**config.mk**
```make
export PLATFORM = sky130hd
export DESIGN_NAME = adler32_feeder
export DESIGN_NICKNAME = d
export VERILOG_FILES = /design/src/rtl/adler32_feeder.sv
export SDC_FILE = /design/constraint.sdc
export NUM_CORES = 1
export LEC_CHECK = 0
export ABC_CLOCK_PERIOD_IN_PS = 8900
export BUFFER_PORTS_ARGS = -buffer_cell sky130_fd_sc_hd__buf_2
export CAP_MARGIN = 10
export CORE_AREA = 3 3 206 208
export CTS_BUF_LIST = sky130_fd_sc_hd__clkbuf_8
export CTS_CLUSTER_DIAMETER = 60
export CTS_CLUSTER_SIZE = 10
export DETAILED_ROUTE_END_ITERATION = 10
export DIE_AREA = 0 0 209 211
export GPL_TIMING_DRIVEN = 1
export HOLD_SLACK_MARGIN = 0.06
export PLACE_DENSITY_LB_ADDON = 0.05
export SLEW_MARGIN = 20
export SYNTH_ARGS = -nofsm -noshare
export SYNTH_HDL_FRONTEND = slang
export SYNTH_SLANG_ARGS = --single-unit
```
**constraint.sdc**
```tcl
create_clock -name clock -period 8.9 [get_ports clock]
set_input_delay 1.78 -clock clock [delete_from_list [all_inputs] [get_ports clock]]
set_output_delay 1.78 -clock clock [all_outputs]
set_load 0.01 [all_outputs]
```
**src/rtl/adler32_feeder.sv**
```systemverilog
// adler32_feeder
//
// Front-end stage for the Adler-32 offload engine. It takes a job command
// (message length in bytes) and a stream of 32-bit words, buffers the words
// in a small FIFO, and replays them to the engine as a gap-free byte stream:
// one size beat, one data_start beat, then one byte per clock. The engine's
// checksum pulse is captured into a held result with its own valid/ready
// handshake. Zero-length commands, FIFO underrun while streaming and a
// missing engine checksum are reported as one-cycle error pulses.
//
// Configuration macro:
//   ADLER32_FEED_BIG_ENDIAN_EN  defined   -> first byte of a word is [31:24]
//                               undefined -> first byte of a word is [7:0]
//
// Parameters:
//   FIFO_DEPTH  word FIFO entries (power of two, >= 2)
//   WAIT_MAX    cycles allowed from the last byte to the engine checksum
//
// Ports:
//   clock, rst                 clock and synchronous active-high reset
//   cmd_valid/cmd_ready/cmd_len                job command handshake
//   in_valid/in_ready/in_data                  32-bit word stream
//   eng_size_valid/eng_size                    size beat to the engine
//   eng_data_start/eng_data                    start beat and byte stream
//   eng_checksum_valid/eng_checksum            checksum from the engine
//   res_valid/res_ready/res_checksum           held result handshake
//   err/err_code                               error pulse, 1=zero length,
//                                              2=underrun, 3=timeout
module adler32_feeder #(
    parameter int FIFO_DEPTH = 8,
    parameter int WAIT_MAX   = 16
) (
    input  logic        clock,
    input  logic        rst,
    input  logic        cmd_valid,
    output logic        cmd_ready,
    input  logic [31:0] cmd_len,
    input  logic        in_valid,
    output logic        in_ready,
    input  logic [31:0] in_data,
    output logic        eng_size_valid,
    output logic [31:0] eng_size,
    output logic        eng_data_start,
    output logic [7:0]  eng_data,
    input  logic        eng_checksum_valid,
    input  logic [31:0] eng_checksum,
    output logic        res_valid,
    input  logic        res_ready,
    output logic [31:0] res_checksum,
    output logic        err,
    output logic [1:0]  err_code
);

    localparam int          AW      = $clog2(FIFO_DEPTH);
    localparam logic [AW:0] DEPTH_C = (AW + 1)'(FIFO_DEPTH);

    typedef enum logic [2:0] {
        ST_IDLE,
        ST_SIZE,
        ST_FILL,
        ST_START,
        ST_STREAM,
        ST_WAIT,
        ST_DONE
    } state_t;

    state_t state, state_next;

    logic [31:0]   len_q;
    logic [31:0]   words_total_q;
    logic [31:0]   words_acc_q;
    logic [31:0]   bytes_sent_q;
    logic [1:0]    byte_idx_q;
    logic [31:0]   wait_cnt_q;
    logic [31:0]   res_checksum_q;

    logic [31:0]   fifo_mem [FIFO_DEPTH];
    logic [AW-1:0] wr_ptr_q;
    logic [AW-1:0] rd_ptr_q;
    logic [AW:0]   count_q;

    logic          push;
    logic          pop;
    logic          fifo_empty;
    logic          last_byte;
    logic          flush;
    logic          err_c;
    logic [1:0]    err_code_c;
    logic [31:0]   head;
    logic [7:0]    head_byte;

    assign head       = fifo_mem[rd_ptr_q];
    assign fifo_empty = (count_q == '0);
    assign last_byte  = (bytes_sent_q == len_q - 32'd1);

    // A word leaves the FIFO after its 4th byte or after the message's final
    // byte; because the freed slot is usable in the same cycle, a full FIFO
    // can still accept a word while it pops.
    assign pop  = (state == ST_STREAM) && !fifo_empty && ((byte_idx_q == 2'd3) || last_byte);
    assign push = in_valid && in_ready;

    assign in_ready = ((state == ST_FILL) || (state == ST_START) || (state == ST_STREAM))
                      && ((count_q != DEPTH_C) || pop)
                      && (words_acc_q < words_total_q);

`ifdef ADLER32_FEED_BIG_ENDIAN_EN
    assign head_byte = head[{~byte_idx_q, 3'b000} +: 8];
`else
    assign head_byte = head[{byte_idx_q, 3'b000} +: 8];
`endif

    // cmd_ready is masked while reset is held so it only rises once the
    // feeder is actually free to run.
    assign cmd_ready      = (state == ST_IDLE) && !rst;
    assign eng_size_valid = (state == ST_SIZE);
    assign eng_size       = (state == ST_SIZE) ? len_q : 32'd0;
    assign eng_data_start = (state == ST_START);
    assign eng_data       = ((state == ST_STREAM) && !fifo_empty) ? head_byte : 8'd0;
    assign res_valid      = (state == ST_DONE);
    assign res_checksum   = res_checksum_q;
    assign err            = err_c && !rst;
    assign err_code       = rst ? 2'd0 : err_code_c;

    // Next-state and error decode. FILL looks at the counts including this
    // cycle's push so a short message can start right after one FILL cycle.
    always_comb begin
        state_next = state;
        err_c      = 1'b0;
        err_code_c = 2'd0;
        flush      = 1'b0;
        case (state)
            ST_IDLE: begin
                if (cmd_valid) begin
                    if (cmd_len == 32'd0) begin
                        err_c      = 1'b1;
                        err_code_c = 2'd1;
                    end else begin
                        state_next = ST_SIZE;
                    end
                end
            end
            ST_SIZE: state_next = ST_FILL;
            ST_FILL: begin
                if ((count_q + (AW + 1)'(push) == DEPTH_C) ||
                    (words_acc_q + 32'(push) == words_total_q)) begin
                    state_next = ST_START;
                end
            end
            ST_START: state_next = ST_STREAM;
            ST_STREAM: begin
                if (fifo_empty) begin
                    err_c      = 1'b1;
                    err_code_c = 2'd2;
                    flush      = 1'b1;
                    state_next = ST_IDLE;
                end else if (last_byte) begin
                    state_next = ST_WAIT;
                end
            end
            ST_WAIT: begin
                if (eng_checksum_valid) begin
                    state_next = ST_DONE;
                end else if (wait_cnt_q == 32'(WAIT_MAX - 1)) begin
                    err_c      = 1'b1;
                    err_code_c = 2'd3;
                    state_next = ST_IDLE;
                end
            end
            ST_DONE: begin
                if (res_ready) begin
                    state_next = ST_IDLE;
                end
            end
            default: state_next = ST_IDLE;
        endcase
    end

    // State, job counters, FIFO pointers and the captured result.
    always_ff @(posedge clock) begin
        if (rst) begin
            state          <= ST_IDLE;
            len_q          <= '0;
            words_total_q  <= '0;
            words_acc_q    <= '0;
            bytes_sent_q   <= '0;
            byte_idx_q     <= '0;
            wait_cnt_q     <= '0;
            res_checksum_q <= '0;
            wr_ptr_q       <= '0;
            rd_ptr_q       <= '0;
            count_q        <= '0;
        end else begin
            state <= state_next;

            if (state == ST_IDLE) begin
                words_acc_q  <= '0;
                bytes_sent_q <= '0;
                byte_idx_q   <= '0;
                wait_cnt_q   <= '0;
                if (cmd_valid) begin
                    len_q         <= cmd_len;
                    words_total_q <= {2'b00, cmd_len[31:2]} + 32'(cmd_len[1:0] != 2'b00);
                end
            end

            if (push) begin
                wr_ptr_q    <= wr_ptr_q + 1'b1;
                words_acc_q <= words_acc_q + 32'd1;
            end
            if (pop) begin
                rd_ptr_q <= rd_ptr_q + 1'b1;
            end
            count_q <= count_q + (AW + 1)'(push) - (AW + 1)'(pop);

            if ((state == ST_STREAM) && !fifo_empty) begin
                bytes_sent_q <= bytes_sent_q + 32'd1;
                byte_idx_q   <= last_byte ? 2'd0 : byte_idx_q + 2'd1;
            end

            if (state == ST_WAIT) begin
                wait_cnt_q <= wait_cnt_q + 32'd1;
                if (eng_checksum_valid) begin
                    res_checksum_q <= eng_checksum;
                end
            end

            if (flush) begin
                wr_ptr_q <= '0;
                rd_ptr_q <= '0;
                count_q  <= '0;
            end
        end
    end

    // FIFO storage needs no reset; only words below count_q are ever read.
    always_ff @(posedge clock) begin
        if (push) begin
            fifo_mem[wr_ptr_q] <= in_data;
        end
    end

endmodule

```
==> flow_metrics.tcl <==
set metrics [dict create \
    antenna_found_initial 5 \
    drive_above_1_share_pct 18.18 \
    final_common_cell "edfxtp_1" \
    gr-usage-all-layers_pct 25.07 \
    io_buffers 181 \
    holdWs_ns 0.4528 \
    hpwl_um 38430 \
    final.setup_skew_ns 0.05157 \
    drt-initial-drc-count 1194 \
    netlist_instances 2031 \
    maxCapViolations 0 \
    synth_cell_types 73 \
    dieArea_mm2 0.04410 \
    powerDensity_mw_per_mm2 182.4 \
    firstDrtPassIters 7 \
    areaGrowthSynthToFinish_pct 10.08 \
    endpoint_kind "flip-flop" \
    num_vias 16020 \
    start_util_pct 54.58 \
    fin_area_mm2 0.02448 \
    synthArstFlopShare_pct 0 \
    finalSetupTns_ns 0 \
    htree_levels 2 \
    crit_path_max_fanout 14 \
    final_cell_mix "edfxtp_1 (256), nand2_1 (244), dfxtp_1 (207)" \
    clkSlewWorstSetupHoldPaths_ns 0.07 \
    leakagePower_nw 8.624 \
    synth-seq-cells 465 \
    syn_area_mm2 0.02223 \
    drc 0 \
    grt_max_degree 74 \
    wl_met3_um 3273 \
    synth.top_cell.area_share_pct 34.58 \
    cts_buffers 53 \
    slew_violations 0 \
    clock_latency_ns 0.67 \
    wl_met2_um 26810 \
    period_share_pct 74.09 \
    hold_violations 0 \
    cp_data_required_time_ns 9.50 \
    min_period_ns 6.594 \
    cts.path.max_buffers 3 \
    fp.dieH_um 211 \
    cts_hold_buf 0 \
    fp.coreArea_mm2 0.04074 \
    routed_wl_um 56250 \
    finalSetupViolCount 0 \
    routed.top_layer "met5" \
    synth_edf_count 256 \
    io_pins 182 \
    hold_path_class "reg -> reg" \
    run_status "complete, no violations" \
    yosys-top-cells-area "edfxtp_1 (35%), dfxtp_1 (19%), mux4_2 (8.1%), nand2_1 (4.1%), a21oi_1 (3.3%)" \
    grt_overflow 0 \
    dp_cells 2646 \
    root_buffer "clkbuf_8" \
    finalNonFillerCells 2739 \
    ir_drop_mv 0.2009 \
    ant_nets 0 \
    crit_arrival_ns 7.19 \
    fmax_ghz 0.1516 \
    timing.slew.headroom_pct 33.97 \
    finalNetCount 2317 \
    wl_met1_um 24490 \
    synthFlopType "edfxtp_1" \
    synth_area_per_cell_um2 10.95 \
    clock_sinks 465 \
    placed_cell_area_mm2 0.02356 \
    worst_pin_slew_ns 0.9904 \
    grt_pass1_wl_um 87300 \
    routedWlPerCell_um 20.54 \
    gp_congestion 0.9389 \
    drt-vias-per-instance 5.848 \
    num_rows 74 \
    syn_nets 2179 \
    critPathLaunchType "flip-flop" \
    crit_type "reg -> reg" \
    rsz0062_at_grt "no" \
    ys_seq_area_share_pct 53.39 \
    yosys.area.top_type "edfxtp_1" \
    post_cts_buffers 0 \
    ctsResizeCount 0 \
    grt_pass1_vias 15550 \
    die_w_um 209 \
    yosys_warnings 0 \
    cts_tree "built" \
]
worst paths after layout:
check / endpoint / cells after the start / start / slack [ns]
setup reg to reg: state[0] / 19 / len_q[5] / 2.31
setup / recovery: state[0] / 19 / len_q[5] / 2.31
hold / removal: res_checksum[5] / 2 / res_checksum[5] / 0.45
hold reg to reg: res_checksum[5] / 2 / res_checksum[5] / 0.45
flip-flops by register name (all words and copies together) (netlist names), named ones only:
name	cells
byte_idx_q	2
bytes_sent_q	32
count_q	4
fifo_mem	256
len_q	32
rd_ptr_q	3
res_checksum	32
state	3
wait_cnt_q	32
words_acc_q	32
words_total_q	31
wr_ptr_q	3
cells in the mapped netlist, drive strengths merged, types with 9 or more instances:
master and count:
buf 27, nor3b 9, xnor2 79, o211ai 14, clkbuf 94, nand2 245, xor2 54, a211oi 37
and3 31, or3 26, nand3b 9, ha 46, mux4 80, and2 40, nor3 43, nor2 153
o21a 10, o21ai 41, mux2i 13, or2 20, nor4 38, inv 53, dfxtp 209, nand2b 15
nand3 75, a21oi 146, mux2 14, edfxtp 256, a31oi 29, a21o 12, nand4 38
cell families (layout without fill, tap and decap cells):
logic type,count (synthesis),in the layout,share of synthesized area [%]
compound gates,333,333,9.252
xor+xnor,133,133,5.239
fa+ha+maj,46,46,2.589
buf+inv,174,349,3.067
flops,465,465,53.39
mux,107,107,9.398
other cells,0,1,0
simple gates,773,773,17.06
layer usage:
metal / global-route usage, % / up-vias
met1: 33.87 / 7736
met4: 7.875 / 8
met3: 4.990 / 106
met5: 0 / -
met2: 41.37 / 446
li1: - / 7723
worst max-delay path: stages (launching register included):
cell and delay, ns:
dfxtp_1 0.41, nor4_1 0.74, nand4_1 0.46, nor2_2 0.31
nand4_1 0.13, xnor2_1 0.16, nor4_1 0.39, nand4_2 0.35
a21oi_2 0.59, ha_1 0.33, and4_1 0.26, nand4_1 0.30
nor4_1 0.35, xnor2_1 0.10, nor4_1 0.29, nand4_1 0.12
nor4_1 0.41, a31oi_1 0.17, or4b_1 0.49, a21oi_1 0.15
final cells by class:
cell class,count,area (µm²)
fill,3372,16260
antenna,1,2.502
tap,532,665.6
timing repair buffer,204,1081
clock inverter,37,158.9
sequential,465,11880
multi-input combinational,1392,9736
inverter,53,198.9
clock buffer,55,757.0
report_power, final:
group / total, mW / switching, mW / internal (mW)
combinational: 0.726 / 0.458 / 0.268
clock: 1.33 / 0.754 / 0.573
sequential: 2.41 / 0.0837 / 2.33
metrics by stage:
step                      setup slack [ns]  utilization, %  power [mW]
after global placement               2.447           57.82       3.176
after detailed placement             2.348           57.82       3.182
after CTS                            2.357           60.07       4.512
final                                2.306           60.08       4.465
after global routing                 1.865           60.07       4.678
after floorplan                      3.046               -       2.939
Note: power is estimated with default switching activity, not from simulation.
